File: src/rtl/char_pixel_if.sv
// char_pixel_if
//   Bundles the signals between the VGA timing generator / text buffer /
//   glyph array and the character pixel reader.
//   master : timing generator side; drives frame_start, line_end, pixel_en,
//            char_code and glyph_bits, and observes addresses and the pixel.
//   slave  : char_pixel_reader side.
//   Signals:
//     frame_start  pulse before the first active line of a frame
//     line_end     pulse after the last active pixel of a line
//     pixel_en     an active pixel is consumed this cycle
//     char_code    code of the cell at (col,row), from the text buffer
//     glyph_bits   glyph array read data, bit i = glyph i
//     glyph_x/y    glyph array read address
//     col/row      current text cell (COLS / ROWS mean off the text area)
//     pixel_out    rendered mono pixel
//     pixel_valid  pixel_out belongs to the previous cycle's pixel_en
interface char_pixel_if #(
  parameter int COLS = 32,
  parameter int ROWS = 20
);
  localparam int CW = $clog2(COLS + 1);
  localparam int RW = $clog2(ROWS + 1);

  logic          frame_start;
  logic          line_end;
  logic          pixel_en;
  logic [5:0]    char_code;
  logic [35:0]   glyph_bits;
  logic [1:0]    glyph_x;
  logic [2:0]    glyph_y;
  logic [CW-1:0] col;
  logic [RW-1:0] row;
  logic          pixel_out;
  logic          pixel_valid;

  modport master (
    output frame_start, line_end, pixel_en, char_code, glyph_bits,
    input  glyph_x, glyph_y, col, row, pixel_out, pixel_valid
  );

  modport slave (
    input  frame_start, line_end, pixel_en, char_code, glyph_bits,
    output glyph_x, glyph_y, col, row, pixel_out, pixel_valid
  );
endinterface

File: src/rtl/char_pixel_reader.sv
// char_pixel_reader
//   Read-side sequencer for the 36-glyph character array. Tracks the
//   active-pixel position as text cell (col,row), glyph pixel (cx,cy) and
//   replication phase (sub_x,sub_y); drives the array x/y address; picks the
//   addressed glyph's bit and emits one registered pixel per active pixel.
//   Ports:
//     clock  rising-edge clock
//     rst_n  synchronous active-low reset
//     bus    char_pixel_if slave modport (see interface for signal list)
//   Cell layout is 5x6 glyph pixels: 4x5 glyph, gap column cx=4, gap row
//   cy=5. Each glyph pixel covers SCALE x SCALE screen pixels.
module char_pixel_reader #(
  parameter int SCALE = 4,
  parameter int COLS  = 32,
  parameter int ROWS  = 20
) (
  input  logic       clock,
  input  logic       rst_n,
  char_pixel_if.slave bus
);
  localparam int CW  = $clog2(COLS + 1);
  localparam int RW  = $clog2(ROWS + 1);
  localparam int SXW = (SCALE > 1) ? $clog2(SCALE) : 1;

  localparam logic [SXW-1:0] SUB_LAST = SXW'(SCALE - 1);
  localparam logic [CW-1:0]  COL_END  = CW'(COLS);
  localparam logic [RW-1:0]  ROW_END  = RW'(ROWS);

  logic [SXW-1:0] sub_x;
  logic [SXW-1:0] sub_y;
  logic [2:0]     cx;
  logic [2:0]     cy;
  logic [CW-1:0]  col;
  logic [RW-1:0]  row;
  logic           out_pixel;
  logic           out_valid;

  logic           col_end;
  logic           row_end;
  logic           sel;
  logic [63:0]    bits_ext;

  assign col_end = (col == COL_END);
  assign row_end = (row == ROW_END);

  // Zero-extend so any 6-bit code indexes a real bit; codes 36..63 read 0.
  assign bits_ext = {28'd0, bus.glyph_bits};

  assign sel = !col_end && !row_end && (cx < 3'd4) && (cy < 3'd5)
               && (bus.char_code < 6'd36) && bits_ext[bus.char_code];

  always_ff @(posedge clock) begin
    if (!rst_n) begin
      sub_x     <= '0;
      cx        <= '0;
      col       <= '0;
      sub_y     <= '0;
      cy        <= '0;
      row       <= '0;
      out_pixel <= 1'b0;
      out_valid <= 1'b0;
    end else begin
      // Pixel is rendered from the pre-update counters regardless of what
      // frame_start / line_end do to them on this edge.
      out_valid <= bus.pixel_en;
      out_pixel <= bus.pixel_en & sel;

      if (bus.frame_start) begin
        sub_x <= '0;
        cx    <= '0;
        col   <= '0;
        sub_y <= '0;
        cy    <= '0;
        row   <= '0;
      end else if (bus.line_end) begin
        sub_x <= '0;
        cx    <= '0;
        col   <= '0;
        // Below the text area the vertical counters freeze with cy = 0.
        if (!row_end) begin
          if (sub_y == SUB_LAST) begin
            sub_y <= '0;
            if (cy == 3'd5) begin
              cy  <= '0;
              row <= row + RW'(1);
            end else begin
              cy <= cy + 3'd1;
            end
          end else begin
            sub_y <= sub_y + SXW'(1);
          end
        end
      end else if (bus.pixel_en && !col_end) begin
        if (sub_x == SUB_LAST) begin
          sub_x <= '0;
          if (cx == 3'd4) begin
            cx  <= '0;
            col <= col + CW'(1);
          end else begin
            cx <= cx + 3'd1;
          end
        end else begin
          sub_x <= sub_x + SXW'(1);
        end
      end
    end
  end

  assign bus.glyph_x     = (cx < 3'd4) ? cx[1:0] : 2'd0;
  assign bus.glyph_y     = (cy < 3'd5) ? cy : 3'd0;
  assign bus.col         = col;
  assign bus.row         = row;
  assign bus.pixel_out   = out_pixel;
  assign bus.pixel_valid = out_valid;
endmodule

File: src/flat_wrapper.sv
// flat-port wrapper written by rule: the top's interface ports become plain ports
module char_pixel_reader_flat 
#(
  parameter int SCALE = 4,
  parameter int COLS  = 32,
  parameter int ROWS  = 20
)
  (clock, rst_n, bus_frame_start, bus_line_end, bus_pixel_en, bus_char_code, bus_glyph_bits, bus_glyph_x, bus_glyph_y, bus_col, bus_row, bus_pixel_out, bus_pixel_valid);
  char_pixel_if #(.COLS(COLS), .ROWS(ROWS)) bus_i ();
  input  logic clock;
  input  logic rst_n;
  input wire logic [$bits(bus_i.frame_start)-1:0] bus_frame_start;
  input wire logic [$bits(bus_i.line_end)-1:0] bus_line_end;
  input wire logic [$bits(bus_i.pixel_en)-1:0] bus_pixel_en;
  input wire logic [$bits(bus_i.char_code)-1:0] bus_char_code;
  input wire logic [$bits(bus_i.glyph_bits)-1:0] bus_glyph_bits;
  output wire logic [$bits(bus_i.glyph_x)-1:0] bus_glyph_x;
  output wire logic [$bits(bus_i.glyph_y)-1:0] bus_glyph_y;
  output wire logic [$bits(bus_i.col)-1:0] bus_col;
  output wire logic [$bits(bus_i.row)-1:0] bus_row;
  output wire logic [$bits(bus_i.pixel_out)-1:0] bus_pixel_out;
  output wire logic [$bits(bus_i.pixel_valid)-1:0] bus_pixel_valid;
  assign bus_i.frame_start = bus_frame_start;
  assign bus_i.line_end = bus_line_end;
  assign bus_i.pixel_en = bus_pixel_en;
  assign bus_i.char_code = bus_char_code;
  assign bus_i.glyph_bits = bus_glyph_bits;
  assign bus_glyph_x = bus_i.glyph_x;
  assign bus_glyph_y = bus_i.glyph_y;
  assign bus_col = bus_i.col;
  assign bus_row = bus_i.row;
  assign bus_pixel_out = bus_i.pixel_out;
  assign bus_pixel_valid = bus_i.pixel_valid;
  char_pixel_reader #(.SCALE(SCALE), .COLS(COLS), .ROWS(ROWS)) u_core (.clock(clock), .rst_n(rst_n), .bus(bus_i));
endmodule
File: config.mk
export PLATFORM = sky130hd
export DESIGN_NAME = char_pixel_reader_flat
export DESIGN_NICKNAME = d
export VERILOG_FILES = /design/src/rtl/char_pixel_if.sv /design/src/rtl/char_pixel_reader.sv /design/src/flat_wrapper.sv
export SDC_FILE = /design/constraint.sdc
export NUM_CORES = 1
export LEC_CHECK = 0
export BUFFER_PORTS_ARGS = -buffer_cell sky130_fd_sc_hd__buf_2
export CAP_MARGIN = 20
export CORE_ASPECT_RATIO = 0.5
export CORE_MARGIN = 2
export CORE_UTILIZATION = 43
export CTS_CLUSTER_SIZE = 40
export DETAILED_ROUTE_END_ITERATION = 12
export GPL_TIMING_DRIVEN = 1
export PLACE_DENSITY = 0.76
export SKIP_LAST_GASP = 1
export SLEW_MARGIN = 20
export SYNTH_ARGS = -nofsm -noshare
export SYNTH_HDL_FRONTEND = slang
export SYNTH_SLANG_ARGS = --single-unit
File: constraint.sdc
create_clock -name clock -period 1.5 [get_ports clock]
set_input_delay 0.075 -clock clock [delete_from_list [all_inputs] [get_ports clock]]
set_output_delay 0.075 -clock clock [all_outputs]
set_load 0.02 [all_outputs]
==> summary.txt, run 1 <==
Status
  – Outcome: complete, no violations

Die
  – Chip Width: 87.4 µm
  – FP Rows: 15
  – Io pins: 65
  – Starting Density: 0.443
  – Core box area: 3380 µm²
  – Die Area: 3990 µm²
  – Die Height: 45.7 µm

Synth
  – Syn Std Cell Area: 1500 µm²
  – Synthesized area per cell: 8.59 µm²
  – Gate Count Post-Synth: 174
  – Biggest area consumer among synthesized cells: dfxtp_1
  – Synth area leaders: dfxtp_1 31%, mux2i_1 13%, ha_1 6.7%, nor2_1 5.8%, xnor2_1 4.7%
  – Syn Nets: 229
  – Synth Flop Type: dfxtp_1
  – Post-synth ARST share: 0
  – Share of the synthesized area in the top cell type: 0.308
  – Top cells by count, synth: 23 x dfxtp_1, 23 x nor2_1, 19 x mux2i_1
  – EDFF count, synth: 0
  – Unique cell type count in the Yosys netlist: 34
  – Post-synthesis sequential area ratio: 0.308
  – #FFs+latches synth: 23
  – YS warnings: 0

Timing
  – Max-slew violations: 0
  – Final setup violation count: 0
  – Worst Skew: 0.00914 ns
  – Fin Setup TNS: 0 ns
  – RSZ-0062 raised after global routing: yes
  – Max Clock Freq: 678 MHz
  – Tightest Pin Transition: 0.293 ns
  – Tcrit/Tclk final: 0.983
  – Rel. slew slack: 0.805
  – Count of final hold-check violations: 0
  – Tmin final: 1.48 ns

Detailed routing
  – Routed vias/inst: 5.11
  – DRT Pass-1 Iters: 4
  – Post-Route WL: 3.48 mm
  – Routed len/inst: 12.0 µm
  – Final ANT Viol Nets: 0
  – Via Count: 1,482
  – 1st-iter DRT viols: 49
  – Post-route DRC violation count: 0

Critical path
  – Crit. End Element: flop
  – CP Launch Type: flop
  – Max incr delay on CP: 0.37 ns
  – Reg-to-Reg Start: u_core.bus.row[0]
  – Worst path required time: 1.67 ns
  – Reg2reg path depth: 7
  – Critical Path, Cell by Cell: inv_1, ha_1, nand4b_4, nand4_4, nor4_2, xnor2_1, nor2_1
  – FF-to-FF setup slack: 0.02 ns
  – CP Class: flop to flop
  – Worst EP arrival: 1.65 ns
  – CP max stage cell: dfxtp_4
  – FF-to-FF End: u_core.bus.row[4]
  – Crit path max fanout: 6

Power
  – Leakage: 0.993 nW
  – Tot Pwr: 1.19 mW
  – Peak VDD IR: 0.292 mV
  – Pwr Density: 580 nW/µm²

Global routing
  – First-pass GRT wire length: 5.38 mm
  – Initial antenna violation count: 0
  – Global route overflow: 0
  – Pin count of the biggest net entering global routing: 14
  – Vias in the first global route: 1,349
  – Gr usage total: 0.169

CTS
  – Hold_buf cts: 0
  – Clock buffer depth: 2
  – Number of H-tree levels: 1
  – CTS sink cnt: 23
  – CTS Root Cell: clkbuf_8
  – Total CTS buffers: 3
  – CTS clk-pin slew, worst paths: 0.09 ns
  – CTS tree: yes
  – Worst skew pair latency: 0.27 ns

Finish
  – Final Cell Area: 2060 µm²
  – Antenna diodes: 0
  – Filler cells: 299
  – # nets final: 304
  – Layout cells sized above 1: 0.423
  – Non-filler cells, final: 290
  – Layout area overhead: 37.5%

Hold path
  – Count of cells along the worst hold path: 2
  – Worst min-delay path class: primary input to flop
  – Hold_sp: rst_n
  – WHS Endpoint: u_core.bus.pixel_valid

Placement
  – Final HPWL DP: 2.81 mm
  – Placed cell areas: 1940 µm²
  – Final Wtd Congestion: 0.812
  – # port buffers: 64
  – Dpl cells: 284

Job
  – MaxCap Viol Count: 0
[cell usage in the layout (no fill, tap or decap), types with 2 or more instances in the layout]
cell and count:
mux2i_1 19, xnor2_1 8, dfxtp_4 3, ha_1 6, buf_2 64, and2_1 2, a22oi_1 5, buf_4 9
xor2_1 2, nand4b_1 2, nor3_1 4, o21ai_0 3, a21oi_1 11, nand2_1 13, nand3_1 8, nor2_1 23
nand2_2 3, nand2b_1 5, inv_2 2, nand4_1 3, clkbuf_8 3, dfxtp_1 15, dfxtp_2 5, inv_1 6
nor2b_1 5
[worst max-delay path by stage]
stage | startpoint | endpoint | slack (ns) | depth (start not counted)
after CTS | u_core.bus.col[0] | u_core.bus.col[3] | 0.002 | 6
final | u_core.bus.row[0] | u_core.bus.row[4] | 0.02 | 7
after detailed placement | u_core.cx[0] | u_core.bus.col[3] | 0.003 | 6
after global routing | u_core.bus.row[0] | u_core.bus.row[4] | -0.06 | 7
after floorplan | u_core.bus.row[1] | u_core.bus.row[4] | 0.008 | 7
after global placement | u_core.cx[0] | u_core.bus.col[3] | 0.07 | 6
[metal layers]
layer	routed length (µm)	share of wire	GRT usage	up-vias
met5	0	0	0	-
met4	6	0.0017	0.0277	0
met3	214	0.062	0.0417	2
met2	1820	0.52	0.339	51
met1	1430	0.41	0.188	669
li1	-	-	-	760
[repair_timing]
item,CTS,global route
resized for setup,1,14
buffers inserted,0,2
endpoints found under the hold margin,0,0
endpoints found under the setup margin,1,10
pin swaps,0,11
[sequential cells by signal, indices dropped and copies added, names as in the netlist]
signal / count
u_core.bus.pixel_valid: 1
u_core.sub_x: 2
u_core.bus.row: 5
u_core.sub_y: 2
u_core.bus.col: 6
u_core.cx: 3
u_core.cy: 3
u_core.bus.pixel_out: 1
[cell families after synthesis]
logic type / share of synthesized area
xor gates and xnor gates: 0.0586
DFF: 0.308
adders and majority gates: 0.0669
AOI/OAI and AO/OA: 0.105
and+or+nand+nor: 0.284
buffers and inverters: 0.0351
muxes: 0.142
[per-stage QoR]
stage	hold WS (ns)	utilization	setup WS, ns
global route	0.0503	0.609	-0.0644
finish	0.0491	0.609	0.0249
CTS	0.0476	0.588	0.00183
detailed placement	0.323	0.574	0.00273
global placement	0.317	0.574	0.0730
floorplan	0.197	-	0.00788
[final cells by class]
class,count,area [µm²],share of cell area
Clock buffer,3,41.3,0.0201
Clock inverter,1,5.00,0.00243
Inverter,8,30.0,0.0146
Multi-Input combinational cell,139,1040,0.506
Sequential cell,23,478,0.233
Tap cell,42,52.6,0.0256
Timing Repair Buffer,74,408,0.198
[power breakdown]
part | internal [mW] | total (mW) | switching [mW]
combinational | 0.102 | 0.188 | 0.0860
sequential | 0.609 | 0.612 | 0.00240
clock | 0.186 | 0.393 | 0.207
[critical path: cells and delay by family (launching register included)]
family                   cells  cell delay (ns)
buffers and inverters        1             0.05
flip-flops                   1             0.37
AND/OR/NAND/NOR              4             0.60
adder cells (fa/ha/maj)      1             0.22
XOR/XNOR                     1             0.15
No activity file was read; power rests on OpenSTA's default activity.
==> run 2, diff against run 1 <==
- CORE_UTILIZATION: 43 -> 40
- PLACE_DENSITY: 0.76 -> 0.73
==> summary.txt, run 2 (synthesis gave the netlist of run 1 again) <==
CTS
  – CTS Root Cell: clkbuf_8
  – Worst skew pair latency: 0.27 ns (about the same)
  – CTS sink cnt: 23 (unchanged)
  – Number of H-tree levels: 1 (unchanged)
  – Total CTS buffers: 3 (unchanged)
  – CTS tree: yes
  – CTS clk-pin slew, worst paths: 0.08 ns (about the same)
  – Clock buffer depth: 2 (unchanged)
  – Hold_buf cts: 0 (unchanged)

Global routing
  – Global route overflow: 0 (unchanged)
  – Initial antenna violation count: 0 (unchanged)
  – Pin count of the biggest net entering global routing: 18 (+4)
  – First-pass GRT wire length: 5.72 mm (+6.3%)
  – Vias in the first global route: 1,315 (-2.5%)
  – Gr usage total: 0.171 (+0.00177)

Die
  – Die Height: 47.2 µm (+3.4%)
  – Core box area: 3510 µm² (+3.9%)
  – Die Area: 4270 µm² (+7.0%)
  – Chip Width: 90.5 µm (+3.5%)
  – FP Rows: 15 (unchanged)
  – Starting Density: 0.426 (-0.0166)
  – Io pins: 65 (unchanged)

Timing
  – Final setup violation count: 0 (unchanged)
  – Tcrit/Tclk final: 0.958 (-0.0253)
  – Count of final hold-check violations: 0 (unchanged)
  – Rel. slew slack: 0.690 (-0.115)
  – Tightest Pin Transition: 0.465 ns (+0.172 ns)
  – RSZ-0062 raised after global routing: yes
  – Tmin final: 1.44 ns (-0.0380 ns)
  – Max-slew violations: 0 (unchanged)
  – Max Clock Freq: 696 MHz (+2.6%)
  – Worst Skew: 0.00274 ns (-0.00640 ns)

Placement
  – Placed cell areas: 1950 µm² (+0.32%)
  – Final Wtd Congestion: 0.818 (+0.76%)
  – Dpl cells: 294 (+3.5%)
  – Final HPWL DP: 2.79 mm (-0.78%)
  – # port buffers: 64 (unchanged)

Finish
  – Layout area overhead: 38.9%
  – Storage cell area: 480 µm² (+0.52%)
  – Final Cell Area: 2080 µm² (+1.0%)
  – Antenna diodes: 0 (unchanged)
  – # nets final: 304 (unchanged)
  – Final core occ: 0.592 (-0.0167)
  – Layout cells sized above 1: 0.440 (+0.0161)
  – Non-filler cells, final: 299 (+3.1%)
  – Most frequent cells in the layout: 64 x buf_2, 23 x nor2_1, 19 x mux2i_1
  – Multi-input logic area: 1060 µm² (+1.9%)
  – Filler cells: 320 (+7.0%)
  – Reg with most FFs: u_core.bus.col
  – Commonest non-fill, non-tap cell in the layout: buf_2
  – Largest register FFs: 6 (unchanged)
  – Largest regs: u_core.bus.col (6), u_core.bus.row (5)

Critical path
  – CP Launch Type: flop
  – Crit. End Element: flop
  – CP Class: flop to flop
  – Worst EP arrival: 1.59 ns (-0.06 ns)
  – Worst path required time: 1.66 ns (about the same)
  – Crit path max fanout: 4 (-2)

Job
  – MaxCap Viol Count: 0 (unchanged)

Detailed routing
  – 1st-iter DRT viols: 53 (+8.2%)
  – Post-Route WL: 3.51 mm (+0.89%)
  – Final ANT Viol Nets: 0 (unchanged)
  – Routed len/inst: 11.7 µm (-2.1%)
  – DRT Pass-1 Iters: 4 (unchanged)
  – Post-route DRC violation count: 0 (unchanged)
  – Routed vias/inst: 4.89 (-4.3%)
  – Via Count: 1,462 (-1.3%)

Power
  – Peak VDD IR: 0.272 mV (-6.9%)
  – Leakage: 1.02 nW (+3.0%)
  – Pwr Density: 568 nW/µm² (-2.1%)
  – Combinational share of power: 0.153 (-0.004)
  – Switching part of the total power: 0.247 (-0.00133)
  – Cell internal pwr: 0.889 mW (-0.92%)
  – Clock power frac: 0.329 (about the same)
  – Reg power frac: 0.517 (+0.004)
  – Net Switching: 0.291 mW (-1.6%)

Hold path
  – Worst min-delay path class: primary input to flop

Status
  – Outcome: complete, no violations
==> run 2: final timing paths <==
path	depth (start not counted)	from	endpoint	slack, ns
max reg2reg	5	u_core.bus.col[4]	u_core.bus.col[4]	0.06
min	2	rst_n	u_core.bus.pixel_valid	0.06
max	5	u_core.bus.col[4]	u_core.bus.col[4]	0.06
min reg2reg	2	u_core.sub_y[1]	u_core.sub_y[1]	0.47
==> run 2: power by group through the flow <==
stage	combinational (mW)	clock (mW)	sequential, mW
after global routing	0.202	0.437	0.611
final	0.181	0.388	0.610
after global placement	0.176	0	0.630
after floorplan	0.0955	0	0.633
after detailed placement	0.181	0	0.630
after CTS	0.181	0.401	0.614
==> run 2: final cells by class <==
cell class / instances / share of cell area
clock buffer: 3 / 0.0199
tap: 51 / 0.0307
sequential: 23 / 0.231
timing repair buffer: 74 / 0.190
multi-input combinational: 139 / 0.511
inverter: 8 / 0.0145
clock inverter: 1 / 0.00241
==> run 2: worst max-delay path, cell delays in order, from the launching register on <==
cell	delay [ns]
dfxtp_2	0.33
or3_4	0.40
o2111a_2	0.30
nand4_1	0.11
xor2_1	0.14
nor2_1	0.05
==> run 2: per-layer routing <==
| layer | up-vias | routed length (µm) | track usage |
|---|---|---|---|
| li1 | 758 | - | - |
| met5 | - | 0 | 0 |
| met3 | 2 | 144 | 0.0433 |
| met1 | 668 | 1610 | 0.199 |
| met2 | 34 | 1720 | 0.324 |
| met4 | 0 | 34 | 0.0615 |
==> run 2: metrics by stage <==
step | hold WS [ns] | setup WS [ns] | setup TNS [ns] | total power [mW]
floorplan | 0.197 | 0.00788 | 0 | 0.729
global placement | 0.309 | 0.0647 | 0 | 0.805
global route | 0.0488 | -0.0193 | -0.0310 | 1.25
detailed placement | 0.334 | 0.0128 | 0 | 0.811
CTS | 0.0565 | -0.00174 | -0.00174 | 1.20
finish | 0.0590 | 0.0629 | 0 | 1.18
==> run 2: repair_timing <==
item / in CTS / in global routing
pin swaps: 0 / 13
endpoints found under the hold margin: 0 / 0
setup endpoints to repair: 2 / 11
resized for setup: 2 / 19
setup buffers: 0 / 1
==> run 3, diff against run 2 <==
- HOLD_SLACK_MARGIN: unset -> 0.06
==> summary.txt, run 3 (synthesis gave the netlist of run 1 again) <==
Status
  – Outcome: complete, no violations

CTS
  – Worst skew pair latency: 0.27 ns (about the same)
  – Total CTS buffers: 3 (unchanged)
  – Number of H-tree levels: 1 (unchanged)
  – CTS clk-pin slew, worst paths: 0.08 ns (about the same)
  – CTS Root Cell: clkbuf_8
  – Clock buffer depth: 2 (unchanged)
  – CTS sink cnt: 23 (unchanged)
  – CTS tree: yes

Power
  – Reg power frac: 0.516 (about the same)
  – Clock power frac: 0.329 (about the same)
  – Peak VDD IR: 0.272 mV (about the same)
  – Cell internal pwr: 0.890 mW (+0.19%)
  – Switching part of the total power: 0.247 (about the same)
  – Leakage: 1.03 nW (+0.41%)
  – Pwr Density: 566 nW/µm² (-0.29%)
  – Net Switching: 0.291 mW (+0.20%)
  – Combinational share of power: 0.155 (+0.002)
  – Tot Pwr: 1.18 mW (+0.19%)

Timing
  – Max-slew violations: 0 (unchanged)
  – Max Clock Freq: 696 MHz (unchanged)
  – Worst Skew: 0.00265 ns (-0.0000854 ns)
  – Rel. slew slack: 0.690 (unchanged)
  – Tightest Pin Transition: 0.465 ns (unchanged)
  – Count of final hold-check violations: 0 (unchanged)
  – Tcrit/Tclk final: 0.958 (about the same)
  – Tmin final: 1.44 ns (-0.000000200 ns)
  – RSZ-0062 raised after global routing: yes
  – Fin Setup TNS: 0 ns (unchanged)
  – Final setup violation count: 0 (unchanged)

Hold path
  – Count of cells along the worst hold path: 3 (+1)
  – Worst min-delay path class: primary input to flop

Global routing
  – Gr usage total: 0.172 (+0.000363)
  – Global route overflow: 0 (unchanged)
  – Vias in the first global route: 1,318 (+0.23%)
  – Initial antenna violation count: 0 (unchanged)
  – First-pass GRT wire length: 5.73 mm (+0.23%)
  – Pin count of the biggest net entering global routing: 18 (unchanged)

Finish
  – Largest regs: u_core.bus.col (6), u_core.bus.row (5)
  – Filler cells: 319 (-0.31%)
  – Layout cells sized above 1: 0.438 (-0.00177)
  – Layout area overhead: 39.6%
  – # nets final: 305 (+0.33%)
  – Antenna diodes: 0 (unchanged)
  – Commonest non-fill, non-tap cell in the layout: buf_2
  – Most frequent cells in the layout: 64 x buf_2, 23 x nor2_1, 19 x mux2i_1
  – Reg with most FFs: u_core.bus.col
  – Largest register FFs: 6 (unchanged)

Critical path
  – FF-to-FF End: u_core.bus.col[4]
  – Setup crit end: u_core.bus.col[4]
  – Crit. End Element: flop
  – Critical Path, Cell by Cell: or3_4, o2111a_2, nand4_1, xor2_1, nor2_1
  – FF-to-FF setup slack: 0.06 ns (about the same)
  – Max incr delay on CP: 0.40 ns (about the same)
  – CP Class: flop to flop
  – Critical Path Source: u_core.bus.col[4]
  – Worst EP arrival: 1.59 ns (about the same)
  – Worst path required time: 1.66 ns (about the same)
  – CP Launch Type: flop
  – Reg-to-Reg Start: u_core.bus.col[4]
  – Reg2reg path depth: 5 (unchanged)
  – Crit path max fanout: 4 (unchanged)
  – CP max stage cell: or3_4

Detailed routing
  – 1st-iter DRT viols: 48 (-9.4%)
  – Post-route DRC violation count: 0 (unchanged)
  – Routed len/inst: 11.7 µm (about the same)
  – Routed vias/inst: 4.90 (+0.14%)
  – Via Count: 1,469 (+0.48%)
  – Final ANT Viol Nets: 0 (unchanged)
  – DRT Pass-1 Iters: 4 (unchanged)
  – Post-Route WL: 3.52 mm (+0.37%)

Die
  – Die Height: 47.2 µm (unchanged)
  – FP Rows: 15 (unchanged)
  – Die Area: 4270 µm² (unchanged)
  – Io pins: 65 (unchanged)
  – Core box area: 3510 µm² (unchanged)
  – Chip Width: 90.5 µm (unchanged)
  – Starting Density: 0.426 (unchanged)

Placement
  – Final HPWL DP: 2.79 mm (unchanged)
  – Final Wtd Congestion: 0.818 (unchanged)
  – # port buffers: 64 (unchanged)

Job
  – MaxCap Viol Count: 0 (unchanged)
## run 3: cell types whose count changed in the layout (fill, tap and decap cells not counted), sizes merged
cell         delta
dlygate4sd3     +1
## run 3: cell type report
type	count	area, µm²	area share
clock buffer	3	41.3	0.0198
clock inverter	1	5.00	0.00240
inverter	8	30.0	0.0144
multi-input combinational	139	1060	0.508
sequential	23	480	0.230
tap	51	63.8	0.0306
timing repair buffer	75	405	0.194
## run 3: through the flow
stage | hold WS [ns] | worst slack, ns | instance area (µm²) | util | cells
4_1_cts | 0.0854 | -0.00174 | 2010 | 0.574 | 299
3_3_place_gp | 0.309 | 0.0647 | 1950 | 0.554 | 294
3_5_place_dp | 0.334 | 0.0128 | 1950 | 0.554 | 294
5_1_grt | 0.0925 | -0.0193 | 2090 | 0.595 | 300
2_1_floorplan | 0.197 | 0.00788 | 1520 | - | 174
6_report | 0.0884 | 0.0629 | 2090 | 0.595 | 300
## run 3: worst min path at each step
stage	endpoint	slack, ns	startpoint
after floorplan	u_core.bus.pixel_valid	0.20	bus_pixel_en
after global placement	u_core.bus.pixel_valid	0.31	rst_n
after detailed placement	u_core.bus.pixel_valid	0.33	rst_n
after CTS	u_core.bus.pixel_out	0.09	bus_char_code[5]
after global routing	u_core.bus.pixel_valid	0.09	bus_pixel_en
final	u_core.bus.pixel_out	0.09	bus_char_code[5]
## run 3: per-layer routing
| metal | share of wire | GRT usage | vias to the layer above |
|---|---|---|---|
| li1 | - | - | 759 |
| met1 | 0.46 | 0.200 | 674 |
| met2 | 0.49 | 0.324 | 34 |
| met3 | 0.041 | 0.0433 | 2 |
| met4 | 0.0097 | 0.0615 | 0 |
| met5 | 0 | 0 | - |
## run 3: power groups by stage
stage / Clock [mW] / Sequential, mW / Combinational, mW
finish: 0.389 / 0.610 / 0.183
global route: 0.437 / 0.611 / 0.204
CTS: 0.401 / 0.614 / 0.183
detailed placement: 0 / 0.630 / 0.181
global placement: 0 / 0.630 / 0.176
floorplan: 0 / 0.633 / 0.0955
## run 3: timing repair
item | 4_1_cts | 5_1_grt
gates resized for setup | 2 | 19
pin swaps | 0 | 13
hold buffers | 1 | 0
hold endpoints to repair | 1 | 0
endpoints found under the setup margin | 2 | 11
buffers inserted | 0 | 1
## run 3: critical path: cells and delay by family (launching register included)
family	cells	cell delay (ns)
AOI/OAI and AO/OA	1	0.30
xor gates and xnor gates	1	0.14
DFF	1	0.33
and+or+nand+nor	3	0.56
